File: src/rtl/byte_ser_pkg.sv
// Shared types and constants for the byte serializer.
package byte_ser_pkg;

  localparam int DATA_W = 8;
  localparam int CNT_W  = 3;
  localparam logic [CNT_W-1:0] CNT_LAST = '1;

  typedef enum logic [1:0] {
    IDLE  = 2'd0,
    SHIFT = 2'd1,
    PAR   = 2'd2
  } byte_ser_state_t;

endpackage

File: src/rtl/byte_ser_if.sv
// Byte handshake, pacing tick and serial output bundle for byte_ser.
interface byte_ser_if;

  logic [byte_ser_pkg::DATA_W-1:0] data_in;
  logic                            in_valid;
  logic                            in_ready;
  logic                            bit_en;
  logic                            ser_out;
  logic                            ser_frame;
  logic                            ser_last;
  logic                            done;

  modport master (
    output data_in, in_valid, bit_en,
    input  in_ready, ser_out, ser_frame, ser_last, done
  );

  modport slave (
    input  data_in, in_valid, bit_en,
    output in_ready, ser_out, ser_frame, ser_last, done
  );

endinterface

File: src/rtl/byte_ser.sv
// Parallel-to-serial stage: one byte per handshake, shifted out MSB-first per bit_en tick.
// Optional trailing parity bit is compiled in with BYTE_SER_PARITY_EN.
//
//   state | meaning
//   IDLE  | ready for a byte, serial outputs quiet
//   SHIFT | presenting shreg MSB, advancing on bit_en
//   PAR   | presenting latched parity bit (parity build only)
module byte_ser #(
  parameter int DATA_W     = 8,
  parameter int ODD_PARITY = 0
) (
  input  logic      clk,
  input  logic      rst,
  byte_ser_if.slave bus
);
  import byte_ser_pkg::*;

  if (DATA_W != byte_ser_pkg::DATA_W) begin : g_bad_data_w
    $error("byte_ser supports only an 8-bit byte");
  end
  if (ODD_PARITY != 0 && ODD_PARITY != 1) begin : g_bad_parity
    $error("ODD_PARITY must be 0 or 1");
  end

  byte_ser_state_t   state_q, state_d;
  logic [DATA_W-1:0] shreg_q, shreg_d;
  logic [CNT_W-1:0]  cnt_q, cnt_d;
  logic              ser_out_q, ser_out_d;
  logic              ser_frame_q, ser_frame_d;
  logic              ser_last_q, ser_last_d;
  logic              done_q, done_d;
`ifdef BYTE_SER_PARITY_EN
  logic              par_q, par_d;
`endif

  always_comb begin
    state_d = state_q;
    shreg_d = shreg_q;
    cnt_d   = cnt_q;
    done_d  = 1'b0;
`ifdef BYTE_SER_PARITY_EN
    par_d   = par_q;
`endif
    case (state_q)
      IDLE: begin
        if (bus.in_valid) begin
          shreg_d = bus.data_in;
          cnt_d   = '0;
`ifdef BYTE_SER_PARITY_EN
          par_d   = (^bus.data_in) ^ (ODD_PARITY != 0);
`endif
          state_d = SHIFT;
        end
      end
      SHIFT: begin
        if (bus.bit_en) begin
          if (cnt_q != CNT_LAST) begin
            shreg_d = {shreg_q[DATA_W-2:0], 1'b0};
            cnt_d   = cnt_q + CNT_W'(1);
          end else begin
`ifdef BYTE_SER_PARITY_EN
            state_d = PAR;
`else
            state_d = IDLE;
            done_d  = 1'b1;
`endif
          end
        end
      end
`ifdef BYTE_SER_PARITY_EN
      PAR: begin
        if (bus.bit_en) begin
          state_d = IDLE;
          done_d  = 1'b1;
        end
      end
`endif
      default: state_d = IDLE;
    endcase

    // Serial outputs are decoded from the next state so they register in step with it.
    ser_frame_d = (state_d != IDLE);
    ser_out_d   = 1'b0;
    ser_last_d  = 1'b0;
    if (state_d == SHIFT) begin
      ser_out_d = shreg_d[DATA_W-1];
`ifndef BYTE_SER_PARITY_EN
      ser_last_d = (cnt_d == CNT_LAST);
`endif
    end
`ifdef BYTE_SER_PARITY_EN
    if (state_d == PAR) begin
      ser_out_d  = par_d;
      ser_last_d = 1'b1;
    end
`endif
  end

  always_ff @(posedge clk or posedge rst) begin
    if (rst) begin
      state_q     <= IDLE;
      shreg_q     <= '0;
      cnt_q       <= '0;
      ser_out_q   <= 1'b0;
      ser_frame_q <= 1'b0;
      ser_last_q  <= 1'b0;
      done_q      <= 1'b0;
`ifdef BYTE_SER_PARITY_EN
      par_q       <= 1'b0;
`endif
    end else begin
      state_q     <= state_d;
      shreg_q     <= shreg_d;
      cnt_q       <= cnt_d;
      ser_out_q   <= ser_out_d;
      ser_frame_q <= ser_frame_d;
      ser_last_q  <= ser_last_d;
      done_q      <= done_d;
`ifdef BYTE_SER_PARITY_EN
      par_q       <= par_d;
`endif
    end
  end

  assign bus.in_ready  = (state_q == IDLE);
  assign bus.ser_out   = ser_out_q;
  assign bus.ser_frame = ser_frame_q;
  assign bus.ser_last  = ser_last_q;
  assign bus.done      = done_q;

endmodule

File: src/flat_wrapper.sv
// flat-port wrapper written by rule: the top's interface ports become plain ports
module byte_ser_flat import byte_ser_pkg::*;
#(
  parameter int DATA_W     = 8,
  parameter int ODD_PARITY = 0
)
  (clk, rst, bus_data_in, bus_in_valid, bus_bit_en, bus_in_ready, bus_ser_out, bus_ser_frame, bus_ser_last, bus_done);
  byte_ser_if bus_i ();
  input  logic clk;
  input  logic rst;
  input wire logic [$bits(bus_i.data_in)-1:0] bus_data_in;
  input wire logic [$bits(bus_i.in_valid)-1:0] bus_in_valid;
  input wire logic [$bits(bus_i.bit_en)-1:0] bus_bit_en;
  output wire logic [$bits(bus_i.in_ready)-1:0] bus_in_ready;
  output wire logic [$bits(bus_i.ser_out)-1:0] bus_ser_out;
  output wire logic [$bits(bus_i.ser_frame)-1:0] bus_ser_frame;
  output wire logic [$bits(bus_i.ser_last)-1:0] bus_ser_last;
  output wire logic [$bits(bus_i.done)-1:0] bus_done;
  assign bus_i.data_in = bus_data_in;
  assign bus_i.in_valid = bus_in_valid;
  assign bus_i.bit_en = bus_bit_en;
  assign bus_in_ready = bus_i.in_ready;
  assign bus_ser_out = bus_i.ser_out;
  assign bus_ser_frame = bus_i.ser_frame;
  assign bus_ser_last = bus_i.ser_last;
  assign bus_done = bus_i.done;
  byte_ser #(.DATA_W(DATA_W), .ODD_PARITY(ODD_PARITY)) u_core (.clk(clk), .rst(rst), .bus(bus_i));
endmodule
File: config.mk
export PLATFORM = sky130hd
export DESIGN_NAME = byte_ser_flat
export DESIGN_NICKNAME = d
export VERILOG_FILES = /design/src/rtl/byte_ser_pkg.sv /design/src/rtl/byte_ser_if.sv /design/src/rtl/byte_ser.sv /design/src/flat_wrapper.sv
export SDC_FILE = /design/constraint.sdc
export NUM_CORES = 1
export LEC_CHECK = 0
export ABC_AREA = 1
export BUFFER_PORTS_ARGS = -buffer_cell sky130_fd_sc_hd__buf_2
export CORE_MARGIN = 5
export CORE_UTILIZATION = 54
export CTS_BUF_LIST = sky130_fd_sc_hd__clkbuf_4
export CTS_CLUSTER_SIZE = 28
export DETAILED_ROUTE_END_ITERATION = 8
export PLACE_DENSITY = 0.78
export SLEW_MARGIN = 20
export SYNTH_ARGS = -nofsm -noshare
export SYNTH_HDL_FRONTEND = slang
export SYNTH_SLANG_ARGS = --single-unit
File: constraint.sdc
create_clock -name clk -period 1.6 [get_ports clk]
set_clock_uncertainty 0.05 [all_clocks]
set_input_delay 0.08 -clock clk [delete_from_list [all_inputs] [get_ports clk]]
set_output_delay 0.08 -clock clk [all_outputs]
set_load 0.005 [all_outputs]
==> results.ini <==
[sta]
hold_slack_ns = 0.09262
hold_viol = 0
worstMarginPinSlew_ns = 0.6287
setup_violations = 0
fin_crit_ns = 1.469
fmax_mhz = 680.8
fin_crit_sh = 0.9180
slew_violations = 0
slew_headroom = 0.5804
finalSetupTns_ns = 0
rsz0062_at_grt = false

[die]
core_area_sq_um = 1318
die_area_sq_um = 2268
rows = 13
io-pin-count = 17
die_y_microns = 47.63
die_w_microns = 47.63
start_util = 0.5802

[worst_setup_path]
worst-setup-path-type = reg -> reg
critPathMaxFanout = 10
critPathCaptureType = flop
r2r-start = u_core.cnt_q[0]
reg2reg_slack_ns = 0.13
crit_arrival_ns = 1.64
r2r-end = u_core.bus.ser_last
r2r_cells = 8
required_ns = 1.77
critPathLaunch = u_core.cnt_q[0]
critPathLaunchType = flop
critical_path.endpoint = u_core.bus.ser_last

[clocking]
root_buffer = clkbuf_4
numCtsBuffers = 3
cts.sinks = 17
holdBufCountCts = 9
cts-resized-gates = 0
htree_levels = 1
cts_tree = yes
clk_latency_ns = 0.28
clock_path_buffers = 2
clkTransAtPathRegs_ns = 0.10
post_cts_buffers = 0

[layout]
antennaDiodeCount = 0
multi_input_area_sq_um = 304.0
final_core_util = 0.7445
nets = 124
regArea_sq_um = 425.4
num-fill-cells = 85
drive_gt1_frac = 0.2818
synthToLayoutAreaGrowth_pct = 28.31

[route]
wl_per_cell_microns = 12.66
drtIter0Drc = 16
ant_nets = 0
avgViaCountPerCell = 5.000
dr.pass1.iters = 4
vias = 625
drc_errors = 0
drt-total-wl_microns = 1583

[yosys]
syn_area_sq_um = 764.5
synth.area.top_cells = dfrtp_1, nand2_1, a22oi_1, inv_1, nand2_2
synthFlopType = dfrtp_1
yosysTopAreaCellShare = 0.5565
ys_warn_count = 0
ys_async_sr_fraction = 1.000
synth_fp_nets = 94
yosys-top-cells-count = nand2_1, dfrtp_1, inv_1
synth.ff_latch_count = 17
ys_seq_area_frac = 0.5565
avgSynthCellArea_sq_um = 9.438
synth_cell_types = 17
yosysTopAreaCell = dfrtp_1
synth_edf_count = 0
postSynthCellCount = 81
synth.most_common_cell = nand2_1

[pwr]
p_per_area_nw_per_um2 = 961.1
power.leakage_nw = 0.5308
irDropWorstVdd_v = 0.0006607

[placed_design]
io_buffers = 16
dpl.hpwl_microns = 1070
gp_congestion = 0.7833

[run_status]
status = finished clean

[global_routing]
grt_usage = 0.1661
antenna_found_initial = 0
grt_max_degree = 18
overflow = 0
grt_pass1_vias = 596
grt_pass1_wl_microns = 2615

[worst_hold_path]
hold_class = in -> reg

[run]
drv_cap = 0

==> worst max-delay path, stage by stage (launching register included) <==
cell,delay [ns]
dfrtp_1,0.42
ha_1,0.22
nand2_1,0.14
nand2_2,0.11
nor2_8,0.18
nand2_1,0.08
nand2_2,0.08
nand2_1,0.05
nor2_1,0.08
==> stage by stage <==
step	setup WS, ns	total power [mW]	cell area, sq um	cells
finish	0.1312	0.9428	980.9	125
floorplan	0.2855	0.6462	764.5	81
CTS	0.1259	0.9430	980.9	125
global route	0.02365	0.9979	980.9	125
detailed placement	0.1504	0.6995	863.3	112
global placement	0.2180	0.6919	863.3	112
==> logic make-up (layout without fill, tap and decap cells) <==
family / count (synthesis) / in the layout / share of synthesized area
AOI/OAI and AO/OA: 10 / 10 / 0.09491
other: 1 / 1 / 0.004905
and+or+nand+nor: 44 / 44 / 0.2815
adders and majority gates: 1 / 1 / 0.01636
buffers and inverters: 8 / 37 / 0.04583
DFF: 17 / 17 / 0.5565
==> flip-flops by register name, indices dropped and copies added, names as in the netlist <==
register              cells
u_core.cnt_q              3
u_core.bus.done           1
u_core.state_q            2
u_core.bus.ser_out        1
u_core.bus.ser_frame      1
u_core.bus.ser_last       1
u_core.shreg_q            8
==> metal layers <==
| metal | vias up | GRT usage | wire length, microns |
|---|---|---|---|
| met4 | 0 | 0.04839 | 16 |
| met5 | - | 0 | 0 |
| met2 | 22 | 0.2888 | 791 |
| met1 | 283 | 0.2109 | 679 |
| li1 | 316 | - | - |
| met3 | 4 | 0.03008 | 95 |
==> cell type report <==
| type | instances | share of cell area |
|---|---|---|
| flip-flops and latches | 17 | 0.4337 |
| multi-input cells | 56 | 0.3099 |
| repair buffers | 25 | 0.1735 |
| inverters | 8 | 0.03571 |
| clock buffers | 3 | 0.02296 |
| well taps | 15 | 0.01913 |
| clock inverters | 1 | 0.005102 |
==> worst min-delay path by stage <==
stage,cells past startpoint,to,slack (ns),from
2_1_floorplan,1,u_core.bus.done,-0.04,rst
3_3_place_gp,2,u_core.shreg_q[4],0.13,rst
3_5_place_dp,2,u_core.bus.done,0.14,rst
4_1_cts,3,u_core.bus.ser_frame,0.09,bus_in_valid
5_1_grt,3,u_core.bus.ser_frame,0.1,bus_in_valid
6_report,3,u_core.bus.ser_frame,0.09,bus_in_valid
==> placed cells by master, fill, tap and decap left out <==
master,instances
a21oi_1,1
a21oi_2,2
a22oi_1,6
buf_2,16
clkbuf_4,3
clkinv_2,1
conb_1,1
dfrtp_1,17
dlygate4sd3_1,9
ha_1,1
inv_1,7
inv_6,1
nand2_1,25
nand2_2,4
nand2_4,1
nand3_1,5
nor2_1,6
nor2_2,1
nor2_4,1
nor2_8,1
o21ai_0,1
==> report_power, final <==
group          switching, mW  internal, mW
clock                  0.136        0.0928
combinational          0.100        0.0785
sequential            0.0407         0.494
total                  0.277         0.665
Power figures use the tool's default switching activity.
